File: src/rtl/rf_pkg.sv
// Shared definitions for the integer register file write-back path.
package rf_pkg;

   localparam int RF_ADDR_WIDTH = 5;
   localparam int RF_DATA_WIDTH = 64;
   localparam int RF_NUM        = 32;

   // Requester index; doubles as the bit position in req/gnt vectors.
   typedef enum logic {
      WB_EXU = 1'b0,
      WB_LSU = 1'b1
   } wb_req_e;

endpackage

File: src/rtl/rr_arb2.sv
// Two-input round-robin arbiter: one-hot grant, pointer names the requester
// that wins when both ask, and moves to the loser after every accepted grant.
module rr_arb2
   import rf_pkg::*;
(
   input  logic       clk,
   input  logic       rst,
   input  logic [1:0] req,
   input  logic       advance,
   output logic [1:0] gnt
);

   wb_req_e ptr_q;
   wb_req_e ptr_d;

   // NOTE: every signal assigned in always_comb gets a default first, so no
   // path through the block can leave it unassigned and infer a latch.
   always_comb begin
      gnt = req;
      if (req[WB_EXU] && req[WB_LSU]) begin
         gnt         = 2'b00;
         gnt[ptr_q]  = 1'b1;
      end
   end

   always_comb begin
      ptr_d = ptr_q;
      if (advance && (gnt != 2'b00)) begin
         ptr_d = gnt[WB_EXU] ? WB_LSU : WB_EXU;
      end
   end

   // NOTE: state registers use non-blocking assignments so every flop samples
   // the pre-edge values regardless of statement order.
   always_ff @(posedge clk or posedge rst) begin
      if (rst) begin
         ptr_q <= WB_LSU;
      end else begin
         ptr_q <= ptr_d;
      end
   end

endmodule

File: src/rtl/rf_wb_arbiter.sv
// Register-file write-back controller: round-robin EXU/LSU onto the single
// write port, plus a pending-write scoreboard that stalls issue on RAW/WAW.
module rf_wb_arbiter
   import rf_pkg::*;
#(
   parameter int ADDR_WIDTH = RF_ADDR_WIDTH,
   parameter int DATA_WIDTH = RF_DATA_WIDTH
) (
   input  logic                  clk,
   input  logic                  rst,

   input  logic                  exu_valid,
   output logic                  exu_ready,
   input  logic [ADDR_WIDTH-1:0] exu_rd,
   input  logic [DATA_WIDTH-1:0] exu_data,

   input  logic                  lsu_valid,
   output logic                  lsu_ready,
   input  logic [ADDR_WIDTH-1:0] lsu_rd,
   input  logic [DATA_WIDTH-1:0] lsu_data,

   input  logic                  iss_valid,
   input  logic                  iss_wr,
   input  logic [ADDR_WIDTH-1:0] iss_rd,
   input  logic [ADDR_WIDTH-1:0] iss_rs1,
   input  logic [ADDR_WIDTH-1:0] iss_rs2,
   output logic                  iss_stall,

   output logic                  rf_wen,
   output logic [ADDR_WIDTH-1:0] rf_waddr,
   output logic [DATA_WIDTH-1:0] rf_wdata
);

   localparam int NUM_REGS = 1 << ADDR_WIDTH;

   logic [1:0]            req;
   logic [1:0]            gnt;
   logic                  accept;
   logic [ADDR_WIDTH-1:0] sel_rd;
   logic [DATA_WIDTH-1:0] sel_data;

   logic                  rf_wen_q,   rf_wen_d;
   logic [ADDR_WIDTH-1:0] rf_waddr_q, rf_waddr_d;
   logic [DATA_WIDTH-1:0] rf_wdata_q, rf_wdata_d;
   logic [NUM_REGS-1:0]   pending_q,  pending_d;
   logic                  iss_set;

   assign req = {lsu_valid, exu_valid};

   rr_arb2 u_arb (
      .clk     (clk),
      .rst     (rst),
      .req     (req),
      .advance (accept),
      .gnt     (gnt)
   );

   assign exu_ready = gnt[WB_EXU];
   assign lsu_ready = gnt[WB_LSU];
   assign accept    = |gnt;

   always_comb begin
      sel_rd   = exu_rd;
      sel_data = exu_data;
      if (gnt[WB_LSU]) begin
         sel_rd   = lsu_rd;
         sel_data = lsu_data;
      end
   end

   // A transfer to x0 is consumed but never reaches the register file.
   always_comb begin
      rf_wen_d   = accept && (sel_rd != '0);
      rf_waddr_d = rf_waddr_q;
      rf_wdata_d = rf_wdata_q;
      if (accept) begin
         rf_waddr_d = sel_rd;
         rf_wdata_d = sel_data;
      end
   end

   assign iss_stall = iss_valid &&
                      (pending_q[iss_rs1] || pending_q[iss_rs2] ||
                       (iss_wr && pending_q[iss_rd]));

   assign iss_set = iss_valid && iss_wr && !iss_stall && (iss_rd != '0);

   // Clear first, then set, so a same-index set overrides the commit's clear.
   always_comb begin
      pending_d = pending_q;
      if (rf_wen_q) begin
         pending_d[rf_waddr_q] = 1'b0;
      end
      if (iss_set) begin
         pending_d[iss_rd] = 1'b1;
      end
      pending_d[0] = 1'b0;
   end

   // NOTE: the scoreboard is a flop vector, not a RAM, so it is reset along
   // with the write register; stale pending bits would deadlock issue.
   always_ff @(posedge clk or posedge rst) begin
      if (rst) begin
         rf_wen_q   <= 1'b0;
         rf_waddr_q <= '0;
         rf_wdata_q <= '0;
         pending_q  <= '0;
      end else begin
         rf_wen_q   <= rf_wen_d;
         rf_waddr_q <= rf_waddr_d;
         rf_wdata_q <= rf_wdata_d;
         pending_q  <= pending_d;
      end
   end

   assign rf_wen   = rf_wen_q;
   assign rf_waddr = rf_waddr_q;
   assign rf_wdata = rf_wdata_q;

endmodule

File: config.mk
export PLATFORM = sky130hd
export DESIGN_NAME = rf_wb_arbiter
export DESIGN_NICKNAME = d
export VERILOG_FILES = /design/src/rtl/rf_pkg.sv /design/src/rtl/rr_arb2.sv /design/src/rtl/rf_wb_arbiter.sv
export SDC_FILE = /design/constraint.sdc
export NUM_CORES = 1
export LEC_CHECK = 0
export BUFFER_PORTS_ARGS = -buffer_cell sky130_fd_sc_hd__buf_2
export CAP_MARGIN = 10
export CORE_UTILIZATION = 30
export CTS_CLUSTER_SIZE = 40
export DETAILED_ROUTE_END_ITERATION = 12
export PLACE_DENSITY = 0.57
export SLEW_MARGIN = 20
export SYNTH_ARGS = -nofsm -noshare
export SYNTH_HDL_FRONTEND = slang
export SYNTH_SLANG_ARGS = --single-unit
export TNS_END_PERCENT = 50
File: constraint.sdc
create_clock -name clk -period 3.1 [get_ports clk]
set_input_delay 0.31 -clock clk [delete_from_list [all_inputs] [get_ports clk]]
set_output_delay 0.31 -clock clk [all_outputs]
set_load 0.01 [all_outputs]
* Word-level counts from Yosys, hierarchy flattened
Index checks and enable logic that the tools add are counted.
Word-level totals: register bits after elaboration 102, bits in latches 0, RAM bits 0, bits in read-only memories 0, input port bits 159, output and inout bits 73, logic and storage cells 52, memories kept 0
Cells by class: add/subtract/negate cells 0, $mul 0, divide/modulo/power cells 0, magnitude comparators 8, eq/ne operators 0, shift operators 0, mux-type cells 18, bitwise operators 3, reduce and logical (&&, ||, !) cells 18
Operators by type and width (number):
- $mux 32 | 2
- $mux 64 | 1
- $and 32x32->32 | 1
- $not 32->32 | 1
- $or 32x32->32 | 1
- $lt 5x6->1 const B | 4
- $bmux 1 s5 | 3
- $logic_and 1x1->1 | 11
- $demux 1 s5 | 2
- $ge 5x1->1 const B | 2
- $reduce_bool 5->1 | 2
- $mux 1 | 7
- $mux 5 | 1
- $logic_or 1x1->1 | 2
- $lt 1x2->1 const B | 1
- $mux 2 | 1
- $reduce_bool 2->1 | 1
- $reduce_or 2->1 | 1
- $demux 1 s1 | 1
- $ge 1x1->1 const B | 1
- $logic_not 1->1 | 1

* Depth between registers and ports, before layout
depth after elaboration 9, gate-level depth with buffers 9

* By module
Synthesis repeated with hierarchy kept, for this count alone.
Unflattened totals: cell total of the unflattened synthesis 577, area total of the unflattened synthesis 5800.6 um2
Modules (own cells, without submodules):
- rf_wb_arbiter | instances 1, cells each 570, area each 5740.5 um2, sequential area each 2527.4 um2
- rr_arb2 | instances 1, cells each 7, area each 60.1 um2, sequential area each 26.3 um2

* Worst setup path after synthesis
No wires, ideal clock.
path type input -> output, start point input port iss_rs1[0], end point output port iss_stall, arrival 1776 ps, path slack 1014 ps, stages on the path 8, cell sequence buf_4 > mux4_2 > nor4b_1 > a2111oi_1 > nand3_2 > buf_4 > nand2_1 > o21a_1
Between the ends: longest elaborated chain between the ends 5
Ends and longest elaborated chain:
- start, declared | RTL line rf_wb_arbiter.sv:25 | input logic [ADDR_WIDTH-1:0] iss_rs1,
- $bmux 1 s5 | RTL line rf_wb_arbiter.sv:83 | (pending_q[iss_rs1] || pending_q[iss_rs2] ||
- $mux 1 (not written as such) | RTL line rf_wb_arbiter.sv:83
- $logic_or 1x1->1 (2 in a row) | RTL line rf_wb_arbiter.sv:83
- $logic_and 1x1->1 | RTL line rf_wb_arbiter.sv:82 | assign iss_stall = iss_valid &&
- end, declared | RTL line rf_wb_arbiter.sv:27 | output logic iss_stall,
No other way between the ends. The select of a mux whose other input is x is not followed.

* Final worst setup path
start point register pending_q[7], end point output port iss_stall
Between the ends: longest elaborated chain between the ends 5
Ends and longest elaborated chain:
- start, declared | RTL line rf_wb_arbiter.sv:45 | logic [NUM_REGS-1:0] pending_q, pending_d;
- start signal, assigned | RTL line rf_wb_arbiter.sv:112 | pending_q <= pending_d;
- $bmux 1 s5 (on tied branches) | RTL line rf_wb_arbiter.sv:83, rf_wb_arbiter.sv:84
- $mux 1 (on tied branches) | RTL line rf_wb_arbiter.sv:83, rf_wb_arbiter.sv:84
- $logic_or 1x1->1 or $logic_and 1x1->1 (tied branches) | RTL line rf_wb_arbiter.sv:83, rf_wb_arbiter.sv:84
- $logic_or 1x1->1 (*) | RTL line rf_wb_arbiter.sv:83
- $logic_and 1x1->1 (*) | RTL line rf_wb_arbiter.sv:82
Every way passes the cells marked *; elsewhere a longest branch is shown, timed or not. The select of a mux whose other input is x is not followed.

==> Implementation_results.wiki <==
{| class="wikitable"
! Metric !! Value
|-
| Status || complete, no violations
|-
| Die outline width || about 140 um
|-
| CORE AREA || 19720 um^2
|-
| I/O Buffers || ~230
|-
| Kind of critical path || register to output port
|-
| Simple-gate portion of the synthesized area || 0.2030
|-
| Pwr dens || about 600 nW/um^2
|-
| Compound-cell area share of the yosys netlist || 0.1704
|-
| Type of origin of the critical path || register
|-
| Wirelength per Cell || around 18 um
|-
| Aggregate global routing overflow || 0
|-
| Reg2reg end || pending_q[21]$_DFF_PP0_
|-
| CTS Buf Count || 9
|-
| Adder-cell share of the synthesized area || 0
|-
| Mean instance size in the synthesized netlist || 9.319 um^2
|-
| RePlAce Congestion || between 0.8 and 0.9
|-
| R2r setup slk || roughly 600 ps
|-
| Cell at the root of the clock tree || sky130_fd_sc_hd__clkbuf_16
|-
| Arrival time reported for the critical path endpoint || 2200 ps
|-
| M1 WL || 8508 um
|-
| Buffer depth of the longest clock path || 2
|-
| Floorplan row count || 51
|-
| Unrepaired setup endpoints after global routing || no
|-
| Total of endpoints with negative setup slack in the final report || 0
|-
| Post-synthesis net count || between 800 and 900
|-
| CTS tree || yes
|-
| Final worst-path cycle share || 0.8098
|-
| RR Startpoint || pending_q[7]$_DFF_PP0_
|-
| Length of routed met3 wiring || between 1000 and 1500 um
|-
| Highest routed layer || met4
|-
| Top-level I/O count || roughly 230
|-
| Number of violations reported at the end of detailed-routing iteration 0 || between 300 and 400
|-
| Element type at the critical path end || output port
|-
| Slew @ Worst Pin || slightly above 800 ps
|-
| Async set-reset flop share out of synthesis || 1.000
|-
| Max-slew violations || 0
|-
| Summed instance area of the synthesized netlist || between 6000 and 7000 um^2
|-
| Wire length of the first global-routing pass || 31120 um
|-
| GRT Total Usage || 0.1952
|-
| Number of nets with antenna violations after detailed routing || 0
|-
| Worst slew margin relative to its limit || 0.4587
|-
| Startpoint of the most critical setup path || pending_q[7]$_DFF_PP0_
|-
| #FFs+latches synth || 102
|-
| Post-DP HPWL || about 15000 um
|-
| Final antenna diode count || 0
|-
| Destination of the critical timing path || iss_stall
|-
| CTS H-tree lvls || 3
|-
| Worst reg-to-reg path cell count || 6
|-
| Quantity of hold-fixing buffers added after cts || 0
|-
| Number of cells produced by synthesis || between 600 and 700
|-
| Post-synthesis xor/xnor area fraction || 0
|-
| Via density per instance || 5.199
|-
| Maximum number of pins on one net before global-route repair || 74
|-
| Count of different cell masters after synthesis || 52
|-
| Standby leakage power || ~3.4 nW
|-
| Area growth from synthesis to layout || 25.99%
|-
| Residual DRC || 0
|-
| Count of flip-flops with a built-in enable after synthesis || 0
|-
| Count of max-cap constraint violations || 0
|-
| Die ar. || 20890 um^2
|-
| Req. time, crit path || between 2000 and 3000 ps
|-
| Initial core utilization || 0.3091
|-
| Synthesis warning total || 0
|-
| Accumulated negative setup slack || 0 ps
|-
| CTS clock-pin slew for the worst setup and hold paths || roughly 80 ps
|-
| Proportion of synthesized area in mux cells || 0.1579
|-
| Count of buffers added by post-CTS timing repair for setup || 0
|-
| Worst ir drop on vdd || around 0.25 mV
|-
| Layout cell share with drive strength beyond 1 || 0.4094
|-
| Post-detailed-routing wire length || ~20000 um
|-
| Clock Skew || roughly 7.5 ps
|-
| Final critical path time including I/O delays and setup || 2510 ps
|-
| F_max || 398.4 MHz
|-
| Tightest Hold Check Type || primary input to asynchronous set/reset pin
|-
| Die H || 144.5 um
|-
| Final hold violation count || 0
|-
| Number of global-route vias before repair || about 5.7k
|-
| Combinational family with the most area after synthesis || simple AND/OR/NAND/NOR gates
|-
| CTS-repair resized insts || 0
|-
| Final core occ || 0.3894
|-
| Post-layout nets || around 1.0k
|-
| CTS Sinks || around 100
|-
| Portion of the post-synthesis area used by sequential elements || 0.4190
|-
| Initial DRT Pass Iterations || 4
|-
| Maximum fanout along the worst path || 4
|-
| Met2 layer wire length in the routed design || 9812 um
|-
| Routed vias || between 5k and 6k
|-
| Most used flip-flop cell after synthesis || sky130_fd_sc_hd__dfrtp_1
|-
| Number of antenna violations at the first check in global routing || 0
|-
| Source-to-sink clock delay at the later pin of the worst-skew pair || 350 ps
|}
## report_power, final
group | internal (W) | leakage (nW) | switching, W | total, W
combinational | 0.000673 | 2.04 | 0.000778 | 0.00145
clock | 0.000564 | 0.136 | 0.000559 | 0.00112
sequential | 0.00165 | 1.20 | 0.000370 | 0.00202
total | 0.00288 | 3.37 | 0.00171 | 0.00459
## final cells by class
type / instances / area (um^2)
Inverter: 6 / 25.02
Multi-Input combinational cell: 491 / 3243
Tap cell: 265 / 331.6
Timing Repair Buffer: 240 / 1236
Fill cell: 2060 / 12040
Clock buffer: 9 / 225.2
Sequential cell: 102 / 2554
Clock inverter: 7 / 63.81
## stage by stage
stage	power (W)	setup WS, ps	hold slack, ps	cells	area, um^2
after floorplan	0.002899	116.2	452.8	654	6095
after global placement	0.003467	328.0	408.4	1104	7390
after detailed placement	0.003487	273.4	407.7	1104	7390
after CTS	0.004624	540.3	18.57	1120	7679
after global routing	0.004861	433.8	50.59	1120	7679
final	0.004590	589.8	8.267	1120	7679
## kinds of logic after synthesis
family                 count (synthesis)
multiplexers                          79
buffers and inverters                 61
AND/OR/NAND/NOR                      256
flip-flops                           102
AO/OA/AOI/OAI                        156
## registers in the layout, indices dropped and copies added, names as in the netlist
register     cells
rf_waddr         5
rf_wen           1
rf_wdata        64
u_arb.ptr_q      1
pending_q       31
## worst min path at each step
stage,startpoint,endpoint,slack [ps],cells after the start
final,rst,rf_wdata[38]$_DFFE_PP0P_,8,2
after global placement,rst,rf_wdata[42]$_DFFE_PP0P_,410,2
after global routing,rst,rf_wdata[38]$_DFFE_PP0P_,50,2
after detailed placement,rst,rf_wdata[41]$_DFFE_PP0P_,410,2
after CTS,rst,rf_wdata[38]$_DFFE_PP0P_,20,2
after floorplan,u_arb.ptr_q$_DFFE_PP1P_,u_arb.ptr_q$_DFFE_PP1P_,450,2
## cells in the final DEF, fill, tap and decap left out, types with 6 or more instances in the layout
cell type                   instances
sky130_fd_sc_hd__nand3b_1           8
sky130_fd_sc_hd__nor2_1           141
sky130_fd_sc_hd__buf_4              8
sky130_fd_sc_hd__mux2_2            44
sky130_fd_sc_hd__mux2i_1           26
sky130_fd_sc_hd__nand4_1           17
sky130_fd_sc_hd__nand2b_1           6
sky130_fd_sc_hd__nand3_1            7
sky130_fd_sc_hd__o21ai_2           30
sky130_fd_sc_hd__dfrtp_1          101
sky130_fd_sc_hd__o22ai_1           65
sky130_fd_sc_hd__mux4_2             8
sky130_fd_sc_hd__nand2_1           27
sky130_fd_sc_hd__clkbuf_16          9
sky130_fd_sc_hd__o21ai_0           34
sky130_fd_sc_hd__nor2b_1            9
sky130_fd_sc_hd__buf_2            231
sky130_fd_sc_hd__nor3_1            10
sky130_fd_sc_hd__nand4b_1           9
## per-layer routing
layer | global-route usage | up-vias
met2 | 0.3188 | 218
met4 | 0.07535 | 0
li1 | - | 2764
met5 | 0 | -
met1 | 0.2498 | 2808
met3 | 0.04404 | 33
## synth_stat cells, drive strengths merged, types with 2 or more instances
| master | number | area [um^2] |
|---|---|---|
| a2111oi | 3 | 27.53 |
| a21oi | 4 | 20.02 |
| a22oi | 2 | 15.01 |
| a31oi | 5 | 31.28 |
| and2 | 3 | 18.77 |
| buf | 20 | 148.9 |
| clkbuf | 35 | 131.4 |
| dfrtp | 101 | 2527 |
| inv | 6 | 22.52 |
| mux2 | 44 | 495.5 |
| mux2i | 26 | 260.3 |
| mux4 | 9 | 206.5 |
| nand2 | 28 | 105.1 |
| nand2b | 7 | 43.79 |
| nand3 | 8 | 45.04 |
| nand3b | 8 | 60.06 |
| nand4 | 18 | 127.6 |
| nand4b | 9 | 78.83 |
| nor2 | 141 | 529.3 |
| nor2b | 9 | 56.30 |
| nor3 | 10 | 50.05 |
| nor3b | 4 | 30.03 |
| nor4 | 2 | 12.51 |
| nor4b | 2 | 23.77 |
| o211ai | 2 | 15.01 |
| o21ai | 65 | 437.9 |
| o22ai | 65 | 406.6 |
| o32ai | 2 | 17.52 |
| or3b | 3 | 26.28 |
## critical path, stage by stage, from the launching register on
cell and delay [ps]:
sky130_fd_sc_hd__dfrtp_1 460, sky130_fd_sc_hd__mux4_2 480, sky130_fd_sc_hd__nand2b_1 150, sky130_fd_sc_hd__o211ai_1 100, sky130_fd_sc_hd__and4_4 270, sky130_fd_sc_hd__nand2_1 70, sky130_fd_sc_hd__o21a_1 180, sky130_fd_sc_hd__buf_2 140
(Power assumes the default switching activity.)
